==> src/rtl/dmg_pkg.sv <==
// Shared types and constants for the DMG MBC1 cartridge controller:
// bus region tags, MBC register-window bases and banking field widths.
package dmg_pkg;

  typedef enum logic [1:0] {
    REG_ROM0 = 2'd0,
    REG_ROMX = 2'd1,
    REG_RAM  = 2'd2,
    REG_NONE = 2'd3
  } region_e;

  // Write windows inside 0000-7FFF; only bits [14:13] distinguish them.
  localparam logic [15:0] MBC_RAMEN_BASE = 16'h0000;
  localparam logic [15:0] MBC_BANK5_BASE = 16'h2000;
  localparam logic [15:0] MBC_BANK2_BASE = 16'h4000;
  localparam logic [15:0] MBC_MODE_BASE  = 16'h6000;
  localparam logic [15:0] CART_RAM_BASE  = 16'hA000;

  localparam logic [3:0] RAM_ENABLE_KEY = 4'hA;

  localparam int ROM_BANK_AW = 14;
  localparam int RAM_BANK_AW = 13;
  localparam int ROM_FULL_AW = 2 + 5 + ROM_BANK_AW;
  localparam int RAM_FULL_AW = 2 + RAM_BANK_AW;

  function automatic region_e decode_region(input logic [15:0] addr);
    if (addr[15] == 1'b0) return addr[14] ? REG_ROMX : REG_ROM0;
    if (addr[15:13] == CART_RAM_BASE[15:13]) return REG_RAM;
    return REG_NONE;
  endfunction

endpackage

==> src/rtl/dmg_mbc1_if.sv <==
// CPU-side cartridge bus between dmg_main (master) and the MBC1 (slave).
interface dmg_mbc1_if;
  // cpu_wr / cpu_rd are single-cycle strobes sampled on the rising clock edge;
  // each accepted cpu_rd (rd without wr) yields exactly one cpu_rvalid pulse on
  // the following cycle, with cpu_rdata valid only while cpu_rvalid is high.
  logic [15:0] cpu_addr;
  logic [7:0]  cpu_wdata;
  logic        cpu_wr;
  logic        cpu_rd;
  logic [7:0]  cpu_rdata;
  logic        cpu_rvalid;

  modport master (
    output cpu_addr, cpu_wdata, cpu_wr, cpu_rd,
    input  cpu_rdata, cpu_rvalid
  );

  modport slave (
    input  cpu_addr, cpu_wdata, cpu_wr, cpu_rd,
    output cpu_rdata, cpu_rvalid
  );
endinterface

==> src/rtl/dmg_cart_ram.sv <==
// Single-port synchronous cartridge RAM, byte write, 1-cycle read latency.
// Only exists in builds with CART_RAM_EN defined.
`ifdef CART_RAM_EN
module dmg_cart_ram #(
  parameter int AW = 15
) (
  input  logic          clk,
  input  logic          i_we,
  input  logic [AW-1:0] i_addr,
  input  logic [7:0]    i_wdata,
  output logic [7:0]    o_rdata
);

  logic [7:0] r_mem [2**AW];

  // Read returns the pre-write contents when read and write share a cycle.
  always_ff @(posedge clk) begin
    if (i_we) r_mem[i_addr] <= i_wdata;
    o_rdata <= r_mem[i_addr];
  end

endmodule
`endif

==> src/rtl/dmg_mbc1.sv <==
// MBC1 bank controller: bank registers, banked sync-ROM addressing and a
// 1-deep read pipe. Define CART_RAM_EN to build the A000-BFFF cartridge RAM.
module dmg_mbc1
  import dmg_pkg::*;
#(
  parameter int ROM_AW = 15,
  parameter int RAM_AW = 15
) (
  input  logic              clk,
  input  logic              rst,
  dmg_mbc1_if.slave         bus,
  output logic [ROM_AW-1:0] rom_addr,
  input  logic [7:0]        rom_data
);

  logic       r_ram_en;
  logic [4:0] r_bank5;
  logic [1:0] r_bank2;
  logic       r_mode;
  region_e    r_tag;
  logic       r_rvalid;

  region_e                w_region;
  logic                   w_rd_acc;
  logic [ROM_FULL_AW-1:0] w_rom_full;
  logic [7:0]             w_ram_q;
  logic [7:0]             w_rdata;
  logic                   w_unused;

  assign w_region = decode_region(bus.cpu_addr);
  // A write in the same cycle wins; the read is dropped entirely.
  assign w_rd_acc = bus.cpu_rd & ~bus.cpu_wr;

  always_ff @(posedge clk) begin
    if (rst) begin
      r_ram_en <= 1'b0;
      r_bank5  <= 5'd1;
      r_bank2  <= 2'd0;
      r_mode   <= 1'b0;
      r_tag    <= REG_NONE;
      r_rvalid <= 1'b0;
    end else begin
      r_rvalid <= w_rd_acc;
      if (!w_rd_acc) begin
        r_tag <= REG_NONE;
      end else if (w_region == REG_RAM && !r_ram_en) begin
        r_tag <= REG_NONE;
      end else begin
        r_tag <= w_region;
      end

      if (bus.cpu_wr && !bus.cpu_addr[15]) begin
        case (bus.cpu_addr[14:13])
          MBC_RAMEN_BASE[14:13]: r_ram_en <= (bus.cpu_wdata[3:0] == RAM_ENABLE_KEY);
          MBC_BANK5_BASE[14:13]: r_bank5  <= (bus.cpu_wdata[4:0] == 5'd0) ? 5'd1
                                                                         : bus.cpu_wdata[4:0];
          MBC_BANK2_BASE[14:13]: r_bank2  <= bus.cpu_wdata[1:0];
          MBC_MODE_BASE[14:13]:  r_mode   <= bus.cpu_wdata[0];
          default: ;
        endcase
      end
    end
  end

  // Banked ROM address is purely combinational so the sync ROM sees it in the request cycle.
  always_comb begin
    w_rom_full = {{(ROM_FULL_AW - ROM_BANK_AW){1'b0}}, bus.cpu_addr[ROM_BANK_AW-1:0]};
    if (bus.cpu_addr[14]) begin
      w_rom_full = {r_bank2, r_bank5, bus.cpu_addr[ROM_BANK_AW-1:0]};
    end else if (r_mode) begin
      w_rom_full = {r_bank2, 5'd0, bus.cpu_addr[ROM_BANK_AW-1:0]};
    end
  end

  assign rom_addr = w_rom_full[ROM_AW-1:0];

`ifdef CART_RAM_EN
  logic [RAM_FULL_AW-1:0] w_ram_full;
  logic                   w_ram_we;

  assign w_ram_full = {(r_mode ? r_bank2 : 2'b00), bus.cpu_addr[RAM_BANK_AW-1:0]};
  assign w_ram_we   = bus.cpu_wr & r_ram_en & (w_region == REG_RAM);

  dmg_cart_ram #(
    .AW(RAM_AW)
  ) u_cart_ram (
    .clk     (clk),
    .i_we    (w_ram_we),
    .i_addr  (w_ram_full[RAM_AW-1:0]),
    .i_wdata (bus.cpu_wdata),
    .o_rdata (w_ram_q)
  );

  assign w_unused = &{1'b0, w_ram_full, w_rom_full};
`else
  assign w_ram_q  = 8'hFF;
  assign w_unused = &{1'b0, bus.cpu_wdata[7:5], w_rom_full, (RAM_AW > 0)};
`endif

  always_comb begin
    w_rdata = 8'hFF;
    case (r_tag)
      REG_ROM0, REG_ROMX: w_rdata = rom_data;
      REG_RAM:            w_rdata = w_ram_q;
      default:            w_rdata = 8'hFF;
    endcase
  end

  // Reset during the response cycle kills the pending result immediately.
  assign bus.cpu_rvalid = r_rvalid & ~rst;
  assign bus.cpu_rdata  = rst ? 8'hFF : w_rdata;

endmodule

==> src/flat_wrapper.sv <==
// flat-port wrapper written by rule: the top's interface ports become plain ports
module dmg_mbc1_flat import dmg_pkg::*;
#(
  parameter int ROM_AW = 15,
  parameter int RAM_AW = 15
)
  (clk, rst, rom_addr, rom_data, bus_cpu_addr, bus_cpu_wdata, bus_cpu_wr, bus_cpu_rd, bus_cpu_rdata, bus_cpu_rvalid);
  dmg_mbc1_if bus_i ();
  input  logic clk;
  input  logic rst;
  output logic [ROM_AW-1:0] rom_addr;
  input  logic [7:0] rom_data;
  input wire logic [$bits(bus_i.cpu_addr)-1:0] bus_cpu_addr;
  input wire logic [$bits(bus_i.cpu_wdata)-1:0] bus_cpu_wdata;
  input wire logic [$bits(bus_i.cpu_wr)-1:0] bus_cpu_wr;
  input wire logic [$bits(bus_i.cpu_rd)-1:0] bus_cpu_rd;
  output wire logic [$bits(bus_i.cpu_rdata)-1:0] bus_cpu_rdata;
  output wire logic [$bits(bus_i.cpu_rvalid)-1:0] bus_cpu_rvalid;
  assign bus_i.cpu_addr = bus_cpu_addr;
  assign bus_i.cpu_wdata = bus_cpu_wdata;
  assign bus_i.cpu_wr = bus_cpu_wr;
  assign bus_i.cpu_rd = bus_cpu_rd;
  assign bus_cpu_rdata = bus_i.cpu_rdata;
  assign bus_cpu_rvalid = bus_i.cpu_rvalid;
  dmg_mbc1 #(.ROM_AW(ROM_AW), .RAM_AW(RAM_AW)) u_core (.clk(clk), .rst(rst), .bus(bus_i), .rom_addr(rom_addr), .rom_data(rom_data));
endmodule
==> config.mk <==
export PLATFORM = sky130hd
export DESIGN_NAME = dmg_mbc1_flat
export DESIGN_NICKNAME = d
export VERILOG_FILES = /design/src/rtl/dmg_pkg.sv /design/src/rtl/dmg_mbc1_if.sv /design/src/rtl/dmg_cart_ram.sv /design/src/rtl/dmg_mbc1.sv /design/src/flat_wrapper.sv
export SDC_FILE = /design/constraint.sdc
export NUM_CORES = 1
export LEC_CHECK = 0
export CORE_MARGIN = 2
export CORE_UTILIZATION = 15
export DETAILED_ROUTE_END_ITERATION = 10
export PLACE_DENSITY = 0.71
export SYNTH_ARGS = -nofsm -noshare
export SYNTH_HDL_FRONTEND = slang
export SYNTH_SLANG_ARGS = --single-unit
==> constraint.sdc <==
create_clock -name clk -period 0.8 [get_ports clk]
set_input_delay 0.08 -clock clk [delete_from_list [all_inputs] [get_ports clk]]
set_output_delay 0.08 -clock clk [all_outputs]
set_load 0.03 [all_outputs]
==> flow_metrics.tcl, run 1 <==
set metrics [dict create \
    cp_cell_sequence "or3_4, buf_6" \
    root_buffer "clkbuf_4" \
    crit_slowest_cell "dfxtp_2" \
    r2r_end "u_core.r_bank5[0]" \
    period_needed_ps 1133 \
    dr_total_vias 312 \
    slew_violations 0 \
    antenna_found_initial 0 \
    fmax_mhz 883.0 \
    clock_sinks 3 \
    worst_slack_ps -332.5 \
    overflow 0 \
    clock_latency_ps 230 \
    cp_max_fo 8 \
    ff2ff_path_depth 2 \
    grt_max_degree 10 \
    ir_drop_v 0.0007552 \
    fp.coreArea_um2 1745 \
    status "finished with violations" \
    r2r_slack_ps 220 \
    max_cap_viol_count 0 \
    ys_ff_latch 3 \
    start_util_pct 16.06 \
    cts.clk_slew.worst_paths_ps 40 \
    layout-drive-gt1-share_pct 50.91 \
    seq_area_frac_synth_pct 21.43 \
    hold_viol_final 0 \
    critPathArrivalTime_ps 1050 \
    portBuffers 30 \
    r2r-start "u_core.r_bank5[0]" \
    n_antenna_cell 0 \
    drtAntennaViolNets 0 \
    fin_crit_sh_pct 141.6 \
    wire_per_inst_um 11.40 \
    htreeDepth 1 \
    path_class "reg2out" \
    finalPower_mw 0.5981 \
    area_growth_pct 119.2 \
    drt_iter0_markers 4 \
    hold_buffers 0 \
    die_width_um 47.23 \
    drc 0 \
    required_ps 720 \
    clock_skew_ps 0 \
    cpPeakStageDelay_ps 340 \
    drt_first_pass_iters 2 \
    holdPathEnd "rom_addr[5]" \
    cp-end-kind "output port" \
    layout_common_cells "10 x clkdlybuf4s50_1, 10 x buf_6, 4 x or3_1, 4 x or3_4, 4 x dlymetal6s2s_1" \
    fin_nets 92 \
    hold_class "in2out" \
    grtUsageTotal_pct 7.281 \
    io_pins 60 \
    place_ws_ps -926.4 \
    cts_tree "yes" \
    powerDensity_nw_per_um2 973.6 \
    viasPerCell 3.900 \
    holdPathStages 0 \
    synth_fp_nets 71 \
    grt_pass1_wl_um 1110 \
    ys_types 12 \
    cts_buffers 3 \
    post_cts_buffers 0 \
    dp_cells 76 \
    maxSlewHeadroom_pct 81.74 \
    num_rows 15 \
    syn_inst 35 \
    rsz0062_at_grt "true" \
    finalSetupViolCount 10 \
    cp-start-kind "flop" \
    min_from "bus_cpu_addr[5]" \
    fin_cells 80 \
    violations "setup timing" \
    postRouteWirelength_um 912 \
    setup_tns_ps -2759 \
    synth_warnings 0 \
    leakage_nw 0.2576 \
    syn_area_um2 280.3 \
    die_h_um 47.23 \
    die_area_um2 2230 \
    worst_pin_slew_ps 271.6 \
    place_congestion 0.5983 \
    grt_pass1_vias 283 \
    synth.avg_cell_area_um2 8.008 \
    cts_buffer_depth 2 \
    worst_hold_slack_ps 160.0 \
]
-- synth_stat cells --
| library cell | instances | share of area (%) |
|---|---|---|
| a21oi_1 | 1 | 1.8 |
| or3_1 | 8 | 18 |
| dfxtp_1 | 3 | 21 |
| buf_2 | 1 | 1.8 |
| nand2b_1 | 1 | 2.2 |
| and2_2 | 1 | 2.7 |
| nor2b_1 | 1 | 2.2 |
| nor3b_1 | 1 | 2.7 |
| nor2_1 | 1 | 1.3 |
| buf_4 | 14 | 37 |
| nor4_1 | 2 | 4.5 |
| nand4bb_1 | 1 | 4.0 |
-- critical path: cells and delay by family (launching register included) --
| family | cells | cell delay (ps) |
|---|---|---|
| flip-flops | 1 | 340 |
| buffers and inverters | 1 | 140 |
| AND/OR/NAND/NOR | 1 | 330 |
-- how the worst max path moves through the flow --
stage	from	endpoint	slack [ps]	depth (start not counted)
after floorplan	u_core.r_tag[1]	bus_cpu_rdata[0]	-40	1
after global placement	rst	bus_cpu_rdata[5]	-910	3
after detailed placement	rst	bus_cpu_rdata[5]	-930	3
after CTS	u_core.r_tag[1]	bus_cpu_rdata[2]	-340	2
after global routing	u_core.r_tag[1]	bus_cpu_rdata[5]	-370	2
final	u_core.r_tag[1]	bus_cpu_rdata[5]	-330	2
-- sequential cells by signal, summed over array words and instances (netlist names) --
signal           cells
u_core.r_bank5       1
u_core.r_rvalid      1
u_core.r_tag         1
-- metrics by stage --
step / util, % / instance area [um^2]
global placement: 28.89 / 504.2
global route: 35.20 / 614.3
finish: 35.20 / 614.3
floorplan: - / 282.8
detailed placement: 28.89 / 504.2
CTS: 32.26 / 563.0
-- kinds of logic (layout without fill, tap and decap cells) --
logic type | Yosys count | after routing | share of synthesized area [%]
simple gates | 16 | 16 | 37.50
buf+inv | 15 | 35 | 39.28
flops | 3 | 3 | 21.43
compound gates | 1 | 1 | 1.784
-- power by group --
part           total [mW]  switching [mW]  internal [mW]
clock               0.261          0.0748          0.187
combinational       0.177          0.0647          0.113
sequential          0.159         0.00355          0.156
-- final cells by class --
type / count / area (um^2)
clock buffer: 4 / 26.28
multi-input combinational: 17 / 167.7
timing repair buffer: 31 / 325.3
sequential: 3 / 63.81
tap: 25 / 31.28
fill: 178 / 1131
-- layer usage --
layer	share of wire [%]	routed length [um]	vias to the layer above	GRT usage, %
met1	28	259	137	5.442
met3	16	148	4	5.000
met4	0.99	9	0	4.444
met2	54	494	26	13.24
met5	0	0	-	0
li1	-	-	145	-
-- what timing repair did --
action                                  CTS  global route
hold endpoints to repair                  0             0
endpoints found under the setup margin   14            11
pin swaps                                 2             3
gates resized for setup                  71            11
gates cloned                              0             0
Note: power is estimated with default switching activity, not from simulation.
==> run 2, diff against run 1 <==
--- a/constraint.sdc
+++ b/constraint.sdc
@@ -3,2 +3,2 @@
 set_output_delay 0.08 -clock clk [all_outputs]
-set_load 0.03 [all_outputs]
+set_load 0.005 [all_outputs]
==> run 2 against run 1 <==
  * The run still ends with setup timing left
  * Clock skew unchanged
  * Non-clock buffer count increased by 2
  * Sequential power decreased by 3%
  * Total power decreased by 8.0%
  * Register-to-register slack got worse by 120 ps
  * Flip-flop and latch count unchanged
  * Critical endpoint is now bus_cpu_rdata[0]
  * Largest cell class unchanged
  * Highest routed layer unchanged
==> flow_metrics.tcl, run 2 (same netlist as run 1, synthesis figures left out) <==
set metrics [dict create \
    layout_common_cells "11 x clkdlybuf4s50_1, 10 x buf_2, 8 x or3_1, 4 x dlygate4sd2_1" \
    hold_viol_final 0 \
    overflow 0 \
    status "finished with violations" \
    r2r_slack_ps 100 \
    fin_nets 94 \
    wire_per_inst_um 10.18 \
    cts_buffers 3 \
    r2r-start "u_core.r_bank5[0]" \
    ir_drop_v 0.0006805 \
    path_class "reg2out" \
    die_width_um 47.23 \
    htreeDepth 1 \
    drt_first_pass_iters 1 \
    grt_max_degree 10 \
    n_antenna_cell 0 \
    maxSlewHeadroom_pct 85.24 \
    drc 0 \
    cts_buffer_depth 2 \
    viasPerCell 3.829 \
    finalSetupViolCount 10 \
    area_growth_pct 84.82 \
    rsz0062_at_grt "true" \
    layout-drive-gt1-share_pct 38.60 \
    cp-start-kind "flop" \
    cp_max_fo 8 \
    num_rows 15 \
    drt_iter0_markers 0 \
    die_area_um2 2230 \
    violations "setup timing" \
    holdPathStages 0 \
    final_common_cell "clkdlybuf4s50_1" \
    endpoint "bus_cpu_rdata[0]" \
    largest_registers "u_core.r_bank5 x1, u_core.r_rvalid x1, u_core.r_tag x1" \
    grt_pass1_wl_um 1207 \
    worst_slack_ps -299.0 \
    finalPower_mw 0.5501 \
    start_util_pct 16.06 \
    fp.coreArea_um2 1745 \
    portBuffers 30 \
    root_buffer "clkbuf_4" \
    ff2ff_path_depth 3 \
    dr_total_vias 314 \
    hold_buffers 0 \
    required_ps 720 \
    grt_pass1_vias 298 \
    cts_tree "yes" \
    place_congestion 0.6287 \
    drtAntennaViolNets 0 \
    max_cap_viol_count 0 \
    fmax_mhz 909.9 \
    clock_sinks 3 \
    utilization_pct 29.68 \
    antenna_found_initial 0 \
    cp-end-kind "output port" \
    critPathArrivalTime_ps 1020 \
    cts.clk_slew.worst_paths_ps 40 \
    period_needed_ps 1099 \
    leakage_nw 0.2139 \
    powerDensity_nw_per_um2 1062 \
    grtUsageTotal_pct 8.050 \
    clock_latency_ps 230 \
    fin_crit_sh_pct 137.4 \
    cp-startpoint "u_core.r_tag[1]" \
    r2r_end "u_core.r_bank5[0]" \
    clock_skew_ps 0 \
    io_pins 60 \
    postRouteWirelength_um 835 \
    hold_class "in2out" \
    slew_violations 0 \
    die_h_um 47.23 \
    worst_pin_slew_ps 219.3 \
]
-- run 2: cell count changes in the layout (fill, tap and decap cells not counted), sizes merged --
cell | previous run | this run
buf | 12 | 14
clkdlybuf4s15 | 2 | 1
clkdlybuf4s50 | 10 | 11
dlymetal6s2s | 4 | 3
dlygate4sd2 | 3 | 4
-- run 2: cell type report --
cell class | instances | area [um^2]
clock buffer | 4 | 26.28
fill | 193 | 1227
multi-input combinational | 17 | 117.6
sequential | 3 | 65.06
tap | 25 | 31.28
timing repair buffer | 33 | 277.8
-- run 2: critical path: stages (launching register included) --
cell and delay, ps:
dfxtp_4 350, or3_1 300, buf_2 130
-- run 2: timing repair --
action,CTS,global route
endpoints found under the setup margin,14,11
buffers inserted,1,1
resized for setup,57,3
pin swaps,3,3
-- run 2: worst min-delay path by stage --
stage                                from               to  slack (ps)
after global placement    bus_cpu_addr[3]      rom_addr[3]         160
after floorplan                       rst  u_core.r_rvalid         170
after CTS                 bus_cpu_addr[3]      rom_addr[3]         160
after detailed placement  bus_cpu_addr[3]      rom_addr[3]         160
after global routing      bus_cpu_addr[2]      rom_addr[2]         160
final                     bus_cpu_addr[0]      rom_addr[0]         160
-- run 2: power by group --
group	total, mW	switching (mW)	internal, mW
clock network	0.262	0.0757	0.187
logic	0.132	0.0333	0.0989
registers	0.155	0.00264	0.153
-- run 2: through the flow --
stage	setup slack [ps]	TNS, ps	cell area (um^2)	std cells	hold slack (ps)
2_1_floorplan	91.13	0	280.3	35	167.6
3_3_place_gp	-756.3	-8599	509.2	76	160.0
3_5_place_dp	-765.2	-8810	509.2	76	160.0
4_1_cts	-309.8	-2513	503.0	81	160.0
5_1_grt	-358.6	-2872	518.0	82	160.0
6_report	-299.0	-2377	518.0	82	160.0
-- run 2: routing by layer --
| layer | up-vias | share of wire, % | wire (um) | track usage, % |
|---|---|---|---|---|
| met5 | - | 0 | 0 | 0 |
| met4 | 0 | 2.5 | 21 | 5.000 |
| met3 | 6 | 23 | 193 | 7.308 |
| met2 | 30 | 44 | 365 | 13.51 |
| met1 | 129 | 31 | 255 | 5.882 |
| li1 | 149 | - | - | - |
==> run 3, diff against run 2 <==
CORE_AREA = 2 2 39 41   (was not set)
CORE_MARGIN = not set   (was 2)
CORE_UTILIZATION = not set   (was 15)
DIE_AREA = 0 0 41 43   (was not set)
DONT_BUFFER_PORTS = 1   (was not set)
PLACE_DENSITY = not set   (was 0.71)
==> run 3 against run 2 <==
  * The run still ends with setup timing left
  * Final cell count down 48%
  * Clock power up 2%
  * Cell area down 43%
  * First-iteration DRC count up 2
  * Sequential power up 3%
  * Clock skew unchanged
  * Combinational power down 72%
  * Die area down 21%
  * Worst hold slack worse by 150 ps
  * Register-to-register slack better by 110 ps
  * Wire length down 27%
  * Count of clock-buffer cells in the layout unchanged
==> flow_metrics.tcl, run 3 (same netlist as run 1, synthesis figures left out) <==
set metrics [dict create \
    grt_pass1_wl_um 779 \
    powerDensity_nw_per_um2 1557 \
    clkPwrFrac_pct 57.6 \
    wire_per_inst_um 14.09 \
    largest_registers "u_core.r_bank5 x1, u_core.r_rvalid x1, u_core.r_tag x1" \
    start_util_pct 20.25 \
    maxSlewHeadroom_pct 81.87 \
    viasPerCell 5.163 \
    crit_slowest_cell "dfxtp_2" \
    leakage_nw 0.08698 \
    io_pins 60 \
    cp_max_fo 8 \
    cts_tree "yes" \
    crit_family "flip-flops" \
    drtAntennaViolNets 0 \
    place_congestion 0.5082 \
    n_antenna_cell 0 \
    cp-start-kind "flop" \
    crit_buf_inv 0 \
    slew_violations 0 \
    die_h_um 43 \
    post_cts_buffers 0 \
    clock_skew_ps 0 \
    dr_total_vias 222 \
    root_buffer "clkbuf_4" \
    holdPathStages 2 \
    critPathArrivalTime_ps 910 \
    grt_pass1_vias 212 \
    finalPower_mw 0.4636 \
    p_comb_share_pct 8.1 \
    critical_path_depth 1 \
    fp.coreArea_um2 1384 \
    postRouteWirelength_um 606 \
    area_growth_pct 6.250 \
    cp-end-kind "output port" \
    die_area_um2 1763 \
    status "finished with violations" \
    die_width_um 41 \
    rsz0062_at_grt "true" \
    layout_common_cells "7 x or3_4, 3 x clkbuf_4, 3 x dlygate4sd3_1, 2 x nor4_1, 2 x dfxtp_2" \
    clock_sinks 3 \
    worst_pin_slew_ps 269.5 \
    grtUsageTotal_pct 7.007 \
    ff2ff_path_depth 2 \
    multi_input_area_um2 158.9 \
    hold_viol_final 0 \
    htreeDepth 1 \
    clock_latency_ps 230 \
    portBuffers 0 \
    place_ws_ps 38.15 \
    seq_area_um2 62.56 \
    num_rows 14 \
    cpPeakStageDelay_ps 340 \
    drt_first_pass_iters 2 \
    seq_power_share_pct 34.3 \
    fin_crit_sh_pct 123.9 \
    worst_slack_ps -191.5 \
    place_area_um2 190.2 \
    path_class "reg2out" \
    cts.clk_slew.worst_paths_ps 40 \
    fillers 163 \
    swShare_pct 20.15 \
    hold_class "in2reg" \
    cts_buffers 3 \
    period_needed_ps 991.5 \
    cp_cell_sequence "or3_1" \
    overflow 0 \
    grt_max_degree 13 \
    ir_drop_v 0.0005953 \
    fmax_mhz 1009 \
    drc 0 \
    layout-drive-gt1-share_pct 55.56 \
    antenna_found_initial 0 \
    required_ps 720 \
    cts_buffer_depth 2 \
    p_int_mw 0.3702 \
    drt_iter0_markers 2 \
    finalSetupViolCount 8 \
    final_cell_area_um2 297.8 \
    violations "setup timing" \
    max_cap_viol_count 0 \
    switchingPower_mw 0.09340 \
    final_common_cell "or3_4" \
    fin_nets 64 \
]
[run 3: cell count changes in the layout (fill, tap and decap cells not counted), moves of 3 or more]
cell,before,now
dlygate4sd3_1,0,3
or3_1,8,1
buf_2,10,0
dlygate4sd2_1,4,0
dlymetal6s2s_1,3,0
clkdlybuf4s50_1,11,0
or3_4,0,7
buf_4,3,0
[run 3: layout make-up]
cell class	count	share of cell area, %
multi-input combinational	17	53.36
clock buffer	4	8.824
timing repair buffer	3	10.08
tap	16	6.723
sequential	3	21.01
[run 3: worst paths after layout]
kind	start	slack, ps	end
worst max register to register	u_core.r_bank5[0]	210	u_core.r_bank5[0]
worst min register to register	u_core.r_bank5[0]	510	u_core.r_bank5[0]
worst min-delay path	bus_cpu_wdata[0]	10	u_core.r_bank5[0]
worst max-delay path	u_core.r_tag[1]	-190	bus_cpu_rdata[0]
[run 3: power by group through the flow]
stage	Clock, mW	Sequential [mW]	Combinational, mW
after floorplan	0	0.159	0.0781
after global placement	0	0.160	0.0185
after detailed placement	0	0.160	0.0185
after CTS	0.283	0.158	0.0279
after global routing	0.300	0.160	0.0409
final	0.267	0.159	0.0376
[run 3: what timing repair did]
item                                    4_1_cts  5_1_grt
gates resized for setup                       3       10
endpoints found under the setup margin       10       11
gates cloned                                  0        0
hold buffers                                  2        1
endpoints found under the hold margin         2        2
[run 3: stage by stage]
stage               cells  hold slack [ps]  util (%)  setup TNS, ps
detailed placement     36            160.0     13.74              0
global placement       36            160.0     13.74              0
finish                 43            12.95     21.52          -1502
floorplan              35            167.6         -              0
CTS                    42           -73.93     17.45          -1527
global route           43            24.21     21.52          -1884
[run 3: worst reg2reg max path: stages (launching register included)]
cell	delay [ps]
dfxtp_2	310
nor2_1	90
a21oi_1	70
[run 3: per-layer routing]
metal | GRT usage [%] | up-vias | share of wire, %
met5 | 0 | - | 0
met4 | 7.333 | 0 | 0.99
met2 | 10.63 | 30 | 52
met1 | 5.732 | 100 | 30
met3 | 3.665 | 2 | 17
li1 | - | 90 | -
==> RTL edit: new RTL, flow settings as in run 1 <==
Change the package constant `ROM_BANK_AW` from 14 to 13.
--- a/src/rtl/dmg_pkg.sv
+++ b/src/rtl/dmg_pkg.sv
@@ -18,7 +18,7 @@
 
   localparam logic [3:0] RAM_ENABLE_KEY = 4'hA;
 
-  localparam int ROM_BANK_AW = 14;
+  localparam int ROM_BANK_AW = 13;
   localparam int RAM_BANK_AW = 13;
   localparam int ROM_FULL_AW = 2 + 5 + ROM_BANK_AW;
   localparam int RAM_FULL_AW = 2 + RAM_BANK_AW;
Function: changed (Yosys sat finds a counterexample within 4 cycles, from zero or initial values and one cycle with rst high).
==> RTL edit against run 1 <==
The flow still finishes with violations (negative setup slack). Non-clock buffer count grew 1. Final area grew 15%. Sequential share of layout area grew 1.6 points. Sequential cell count grew 1. Die area grew 16%. Area after synthesis grew 17%. Setup slack lost 42 ps. Wire length grew 4.9%. Power grew 8.6%. Combinational power grew 6%. Critical endpoint is now bus_cpu_rdata[6]. Largest cell class unchanged.
==> RTL edit: results (changes against run 1) <==
* Outcome: finished with violations (unchanged)
* Failing checks: negative setup slack (unchanged)
* Comb pwr share at 28.9% (was 29.6%)
* # fillers at 205 (was 178)
* Synthesized net count at 74 (was 71)
* Routing usage on met1 at 8.05% (was 5.44%)
* Placed Area at 606 um2 (was 504 um2)
* Starting DRT DRC Count at 0 (was 4)
* Sequential power share at 32.5% (was 26.6%)
* Grt met3 use at 6.73% (was 5.00%)
* Worst reg2reg path depth at 2 (unchanged)
* Mux cell area share after synthesis at 3.04% (was 0%)
* IR drop worst, VDD at 0.603 mV (was 0.755 mV)
* Final hold slack at 160 ps (about the same)
* Cts repair resizes at 76 (was 71)
* Tot GR Track Use at 7.53% (was 7.28%)
* Met2 usage at 10.7% (was 13.2%)
* Sequential share of the synthesized area at 24.3% (was 21.4%)
* Cell family with most CP delay: simple AND/OR/NAND/NOR gates (was flip-flops)
* Layout cell share with drive strength beyond 1 at 61.0% (was 50.9%)
* M1 wire length at 361 um (was 259 um)
* Vias in the first global route at 329 (was 283)
* First-pass GRT wire length at 1.42 mm (was 1.11 mm)
* GR peak layer: met2 (unchanged)
* Clk. pwr at 0.250 mW (was 0.261 mW)
* Yosys cell types at 13 (was 12)
* Final std cells w/o fill at 86 (was 80)
* Fin Clk Skew at 0 ps (unchanged)
* Cells after synthesis at 38 (was 35)
* CTS Buf Count at 3 (unchanged)
* Place WS at -905 ps (was -926 ps)
* DRT Wirelength at 957 um (was 912 um)
* Crit path largest cell delay at 370 ps (was 340 ps)
* Most frequent cells after synthesis: buf_4 (13), or3_1 (8), dfxtp_1 (4) (was buf_4 (14), or3_1 (8), dfxtp_1 (3))
* Nets at 97 (was 92)
* Top flop regs: u_core.r_bank5 x2, u_core.r_rvalid x1, u_core.r_tag x1 (was u_core.r_bank5 x1, u_core.r_rvalid x1, u_core.r_tag x1)
* Worst setup margin at -374 ps (was -333 ps)
* DR vias at 338 (was 312)
* Synth Area in Compound Gates at 1.52% (was 1.79%)
* Sw frac at 24.2% (was 23.9%)
* Post-CTS setup buffers at 1 (was 0)
* Static Leak at 0.284 nW (was 0.258 nW)
* Worst R2R Start: u_core.r_bank5[1]$_SDFFE_PP0P_ (was u_core.r_bank5[0]$_SDFFE_PP1P_)
* FF-to-FF setup slack at 210 ps
* CP max-delay cell: or3_4 (was dfxtp_2)
* CP endpoint: bus_cpu_rdata[6] (was bus_cpu_rdata[5])
* Yosys warns at 0 (unchanged)
* TritonRoute pass-1 iters at 1 (was 2)
* Terminus of the critical flop-to-flop path: u_core.r_bank5[1]$_SDFFE_PP0P_ (was u_core.r_bank5[0]$_SDFFE_PP1P_)
* Setup_tns at -2930 ps (was -2760 ps)
* Crit path DAT at 1090 ps (was 1050 ps)
* Setup-failing EPs final at 11 (was 10)
* Top cells by area, synth: buf_4 (30%), dfxtp_1 (24%), or3_1 (15%) (was buf_4 (38%), dfxtp_1 (21%), or3_1 (18%))
* WL met2 at 379 um (was 494 um)
* Worst Max-Slew Pin Slew at 254 ps (was 272 ps)
* DR WL met3 at 206 um (was 148 um)
-- RTL edit: cell count changes in the layout (fill, tap and decap cells not counted), moves of 2 or more --
cell	run 1	this run
nor4_2	2	0
dlygate4sd2_1	3	5
buf_6	10	12
or3_4	4	8
or3_1	4	0
dlymetal6s2s_1	4	2
nor4_4	0	2
-- RTL edit: layout make-up --
class / instances / area, um2 / area share (%)
Tap cell: 27 / 33.8 / 4.78
Timing Repair Buffer: 32 / 333 / 47.1
Sequential cell: 4 / 85.1 / 12.0
Multi-Input combinational cell: 20 / 233 / 32.9
Clock buffer: 3 / 22.5 / 3.19
-- RTL edit: worst min path at each step --
stage	from	end
after floorplan	rst	u_core.r_rvalid$_SDFF_PP0_
after global placement	bus_cpu_addr[0]	rom_addr[0]
after detailed placement	bus_cpu_addr[0]	rom_addr[0]
after CTS	bus_cpu_addr[0]	rom_addr[0]
after global routing	bus_cpu_addr[1]	rom_addr[1]
final	bus_cpu_addr[4]	rom_addr[4]
